### src/rtl/sr_latch_bank.sv
// sr_latch_bank: bank of synchronous set/reset latches with global clear, conflict priority and snapshot read
module sr_latch_bank #(
    parameter int WIDTH         = 15,
    parameter int RESET_VAL     = 0,
    parameter int CONFLICT      = 0,
    parameter int EDGE_SET      = 0,
    parameter int CLEAR_ON_READ = 0
) (
    input  logic             clk,
    input  logic             reset_n,
    input  logic [WIDTH-1:0] s,
    input  logic [WIDTH-1:0] r,
    input  logic [WIDTH-1:0] r2,
    input  logic             clr_all,
    input  logic             rd_req,
    output logic [WIDTH-1:0] q,
    output logic [WIDTH-1:0] q_bar,
    output logic             any_set,
    output logic [WIDTH-1:0] rd_data,
    output logic             rd_valid
);
    if (CONFLICT < 0 || CONFLICT > 2) begin : g_bad_conflict
        $error("sr_latch_bank: CONFLICT must be 0, 1 or 2");
    end
    logic [WIDTH-1:0] s_prev, set_ev, rst_ev, conf_val, idle_val, q_next;
    always_comb begin
        set_ev   = (EDGE_SET != 0) ? (s & ~s_prev) : s;
        rst_ev   = r | r2;
        conf_val = (CONFLICT == 1) ? '1 : (CONFLICT == 2) ? '0 : q;
        idle_val = (CLEAR_ON_READ != 0 && rd_req) ? '0 : q;
        q_next   = clr_all ? '0 : (set_ev & ~rst_ev) | (set_ev & rst_ev & conf_val) | (~set_ev & ~rst_ev & idle_val);
    end
    always_ff @(posedge clk) begin
        if (!reset_n) begin
            q        <= {WIDTH{1'(RESET_VAL)}};
            s_prev   <= '0;
            rd_data  <= '0;
            rd_valid <= 1'b0;
        end else begin
            q        <= q_next;
            s_prev   <= s;
            rd_valid <= rd_req;
            if (rd_req) rd_data <= q;
        end
    end
    assign q_bar   = ~q;
    assign any_set = |q;
endmodule
### config.mk
export PLATFORM = sky130hd
export DESIGN_NAME = sr_latch_bank
export DESIGN_NICKNAME = d
export VERILOG_FILES = /design/src/rtl/sr_latch_bank.sv
export SDC_FILE = /design/constraint.sdc
export NUM_CORES = 1
export LEC_CHECK = 0
export CAP_MARGIN = 30
export CORE_MARGIN = 5
export CORE_UTILIZATION = 24
export CTS_CLUSTER_DIAMETER = 60
export DETAILED_ROUTE_END_ITERATION = 10
export PLACE_DENSITY_LB_ADDON = 0.1
export SLEW_MARGIN = 20
export SYNTH_ARGS = -nofsm -noshare
export SYNTH_HDL_FRONTEND = slang
export SYNTH_SLANG_ARGS = --single-unit
### constraint.sdc
create_clock -name clk -period 0.9 [get_ports clk]
set_input_delay 0.225 -clock clk [delete_from_list [all_inputs] [get_ports clk]]
set_output_delay 0.225 -clock clk [all_outputs]
set_load 0.01 [all_outputs]
==> flow_summary.yaml, run 1 <==
clocking:
  hold_buffers: 0
  cts_tree: "yes"
  clk_latency_ps: 270
  clk_pin_slew_worst_paths_ps: 70
  clock_path_buffers: 2
  htree_levels: 2
  cts_root_buffer: "clkbuf_8"
  cts_sinks: 31
  cts_buffers: 5
sta:
  fin_crit_ps: 1388
  setup_viol: 47
  setup_slack_ps: -488.2
  finalCritPeriodShare_pct: 154.2
  rsz0062_at_grt: "true"
  worst_pin_slew_ps: 312.3
  timing.slew.headroom_pct: 79.18
  slew_viol_final: 0
  fin_worst_skew_ps: 3.155
  max_freq_mhz: 720.4
  final-hold-violation-count: 0
floorplan:
  die_y_microns: 91.11
  initial_core_util_pct: 24.73
  io_pins: 96
  die_area_sq_um: 8301
  core_area_sq_um: 6386
  die_w_microns: 91.11
  std_cell_rows: 29
logic_synthesis:
  yosysWarningCount: 0
  synth_nets: 199
  syn_area_per_cell_sq_um: 10.53
  synthesis.instances: 150
  ys_seq_elements: 31
  ys_types: 19
  yosysSeqAreaShare_pct: 39.30
  syn-cell-area_sq_um: 1579
grt:
  gr-total-overflow: 0
  antenna_found_initial: 0
  grt_pass1_wl_microns: 8397
  grt_pass1_vias: 1714
  track_usage_pct: 12.36
  grt_max_degree: 22
drt:
  dr.pass1.iters: 4
  viasPerCell: 4.389
  top_layer_used: "met4"
  drc_errors: 0
  ant_nets: 0
  routed_wl_microns: 5226
  drt-wirelength-per-cell_microns: 14.64
  wl_met2_microns: 2679
  vias: 1567
  wl_met1_microns: 2179
  wl_met3_microns: 348
  drt_iter0_markers: 22
placed_design:
  detailed_place_hpwl_microns: 3813
  place.port_buffers: 95
  place_ws_ps: -647.0
  gp_congestion: 0.6430
  place_area_sq_um: 2751
power_and_ir_drop:
  p_leak_nw: 1.345
  power_density_nw_per_um2: 1038
  peakVddDrop_uv: 602.5
status:
  status: "finished with violations"
  violations: "negative setup slack"
finish:
  layout-drive-gt1-share_pct: 58.21
  postLayoutCellArea_sq_um: 3123
  nets: 328
  final_common_cell: "buf_6"
  mostFrequentLayoutCells: "buf_6 (67), dlygate4sd2_1 (46), dfxtp_2 (27)"
  n_fill_cell: 647
  antenna_cells: 0
  area_growth_pct: 97.78
hold_path:
  hp-class: "in -> reg"
critical_path:
  worstSetupStartpointType: "register"
  crit_arrival_ps: 1160
  worst_ep_required_time_ps: 670
  critPathKind: "reg -> out"
  cp_max_fo: 2
  cp-end-kind: "output port"
run:
  maxCapViolations: 0
==> power by group <==
part,internal (W),switching (W)
Clock,0.000697,0.000491
Sequential,0.00139,0.0000202
Combinational,0.000403,0.000238
Total,0.00249,0.000749
==> critical path: stages (launching register included) <==
cell and delay (ps):
dfxtp_4 360, nor4_4 250, nand4_1 110, buf_2 160
==> synth_stat cells (all sizes together) <==
cell type	instances	area [sq um]
clkbuf	2	7.510
mux2i	15	150.1
dfxtp	31	620.6
inv	15	56.30
o21ba	15	150.1
nor3	1	5.000
o22ai	15	156.4
and2	1	6.260
nor4	3	18.77
nand3b	15	112.6
nor2b	15	93.84
nand4	1	6.260
nand2b	1	13.76
or3b	15	131.4
buf	5	50.04
==> metal layers <==
layer  GRT usage (%)  vias up
met2           21.63       47
met5               0        -
met4           2.567        0
met3           4.711        2
met1           14.32      725
li1                -      793
==> layout make-up <==
type                            instances  area [sq um]  area share [%]
Clock buffer                            8         100.1           3.205
Tap cell                               77         96.34           3.085
Sequential cell                        31         665.6           21.31
Multi-Input combinational cell         98         892.1           28.57
Timing Repair Buffer                  128          1313           42.03
Inverter                               15         56.30           1.803
==> flip-flops by register name (all words and copies together) (netlist names) <==
name and count:
q 15, rd_data 15, rd_valid 1
==> final timing paths <==
check,startpoint,to,slack [ps],cells past startpoint
worst max register to register,q[7],rd_data[7],20,4
worst min-delay path,r[2],q[2],370,3
worst min register to register,rd_data[6],rd_data[6],520,2
worst max-delay path,q[7],any_set,-490,3
==> stage by stage <==
stage	setup TNS, ps	utilization [%]	cells	hold WS (ps)	power, W
global route	-8548	48.90	357	372.5	0.003407
detailed placement	-25970	43.08	335	504.3	0.002094
CTS	-7639	48.41	360	367.7	0.003280
finish	-6574	48.90	357	372.7	0.003242
floorplan	-87.63	-	150	380.6	0.001698
global placement	-25570	43.08	335	496.3	0.002093
==> cells by family after synthesis <==
family / after synthesis / synth area share [%]
flops: 31 / 39.30
buf+inv: 22 / 7.210
mux: 15 / 9.508
simple gates: 52 / 24.56
compound gates: 30 / 19.41
==> what timing repair did <==
item | in CTS | in global routing
resized for setup | 334 | 28
gates cloned | 2 | 0
buffers inserted | 15 | 8
endpoints found under the hold margin | 0 | 0
pin swaps | 31 | 0
setup endpoints to repair | 78 | 64
Power figures use the tool's default switching activity.
==> inputs of run 2 (changes only) <==
Settings changed: CORE_UTILIZATION 24 to 33.
==> run 2 against run 1 <==
The flow still finishes with violations (negative setup slack). Count of clock-buffer cells in the layout stayed put. Cell area is 1.6% lower. Highest routed layer unchanged. Global-route usage increased by 4.0 points. Core utilization increased by 17 points. Worst setup slack got worse by 25 ps. Wire length down 6.4%. Sequential share of layout area rose by 0.67 points.
==> flow_summary.yaml, run 2 (synthesized netlist as in run 1, its figures left out) <==
sta:
  fin_worst_skew_ps: 1.178
  worst_pin_slew_ps: 306.4
  slew_viol_final: 0
  fin_crit_ps: 1413
  final-hold-violation-count: 0
  finalCritPeriodShare_pct: 157.0
  hold_ws_ps: 365.1
  setup_viol: 49
  setup_slack_ps: -513.0
  rsz0062_at_grt: "true"
  timing.slew.headroom_pct: 79.57
  max_freq_mhz: 707.7
grt:
  grt_pass1_vias: 1721
  antenna_found_initial: 0
  track_usage_pct: 16.37
  gr-total-overflow: 0
  grt_pass1_wl_microns: 8010
  grt_max_degree: 11
drt:
  routed_wl_microns: 4894
  drc_errors: 0
  ant_nets: 0
  viasPerCell: 4.785
  vias: 1584
  drt-wirelength-per-cell_microns: 14.79
  dr.pass1.iters: 4
  drt_iter0_markers: 16
clocking:
  clk_latency_ps: 280
  cts_sinks: 31
  cts_tree: "yes"
  cts_buffers: 5
  clk_pin_slew_worst_paths_ps: 60
  htree_levels: 2
  clock_path_buffers: 2
  cts_root_buffer: "clkbuf_8"
hold_path:
  holdPathStages: 3
  hp-class: "in -> reg"
power_and_ir_drop:
  power_density_nw_per_um2: 1056
  peakVddDrop_uv: 576.3
  total_power_w: 0.003244
  p_leak_nw: 1.326
finish:
  finalNonFillerCells: 331
  antenna_cells: 0
  final_common_cell: "buf_6"
  area_growth_pct: 94.61
  mostFrequentLayoutCells: "buf_6 (61), dlygate4sd2_1 (48), dfxtp_2 (23)"
  layout-drive-gt1-share_pct: 57.04
  nets: 325
  largestRegisters: "q (15), rd_data (15), rd_valid (1)"
floorplan:
  io_pins: 96
  core_area_sq_um: 4692
  die_y_microns: 79.17
  die_w_microns: 79.17
  die_area_sq_um: 6268
  initial_core_util_pct: 33.65
  std_cell_rows: 25
critical_path:
  crit_arrival_ps: 1190
  cp-end-kind: "output port"
  worst_ep_required_time_ps: 670
  worstSetupStartpointType: "register"
  cp_max_fo: 2
  critPathKind: "reg -> out"
  reg2reg_depth: 5
placed_design:
  placed_cells: 315
  place.port_buffers: 95
  detailed_place_hpwl_microns: 3544
  gp_congestion: 0.6977
status:
  status: "finished with violations"
  violations: "negative setup slack"
run:
  maxCapViolations: 0
[run 2: cell count changes in the layout (fill, tap and decap cells not counted), sizes merged]
cell,before,now
clkbuf,9,8
dlygate4sd2,46,48
buf,79,75
[run 2: through the flow]
step	utilization, %	area [sq um]	setup slack (ps)	TNS (ps)
after CTS	64.83	3042	-497.2	-8871
after global routing	65.49	3073	-568.8	-9256
final	65.49	3073	-513.0	-7520
after global placement	58.24	2733	-600.1	-25580
after detailed placement	58.24	2733	-640.8	-26070
after floorplan	-	1587	-87.63	-87.63
[run 2: worst paths after layout]
check        slack [ps]        from    endpoint
max                -510       q[10]     any_set
min                 370       r2[1]        q[1]
max reg2reg         -50        q[7]  rd_data[7]
min reg2reg         520  rd_data[8]  rd_data[8]
[run 2: repair_timing]
item                                    in CTS  in global routing
pin swaps                                   31                  1
resized for setup                          329                 27
cloned                                       2                  0
endpoints found under the setup margin      78                 55
hold buffers                                 0                  0
buffers inserted                             8                  6
[run 2: per-layer routing]
| layer | GRT usage (%) | share of wire (%) | vias to the layer above |
|---|---|---|---|
| li1 | - | - | 788 |
| met1 | 18.74 | 41 | 741 |
| met2 | 28.45 | 52 | 50 |
| met3 | 4.535 | 5.8 | 5 |
| met4 | 6.873 | 1.3 | 0 |
| met5 | 0 | 0 | - |
[run 2: worst max-delay path: stages (launching register included)]
cell and delay [ps]:
dfxtp_2 320, nor3_1 280, nand4_1 130, buf_2 170
[run 2: layout make-up]
| class | instances | area (sq um) |
|---|---|---|
| clock buffers | 8 | 100.1 |
| flip-flops and latches | 31 | 675.6 |
| fillers | 418 | 1619 |
| well taps | 54 | 67.56 |
| repair buffers | 125 | 1260 |
| inverters | 15 | 58.81 |
| multi-input cells | 98 | 910.9 |
[run 2: report_power, final]
part	total, W	internal (W)	switching, W	leakage, nW
logic	0.000634	0.000396	0.000238	1.01
clock network	0.00121	0.000697	0.000509	0.0515
registers	0.00140	0.00138	0.0000211	0.268
total	0.00324	0.00248	0.000768	1.33
==> inputs of run 3 (changes only) <==
Settings changed: HOLD_SLACK_MARGIN set to 0.02.
==> results of run 3 <==
No change in the layout: final DEF, timing and power equal those of run 2.
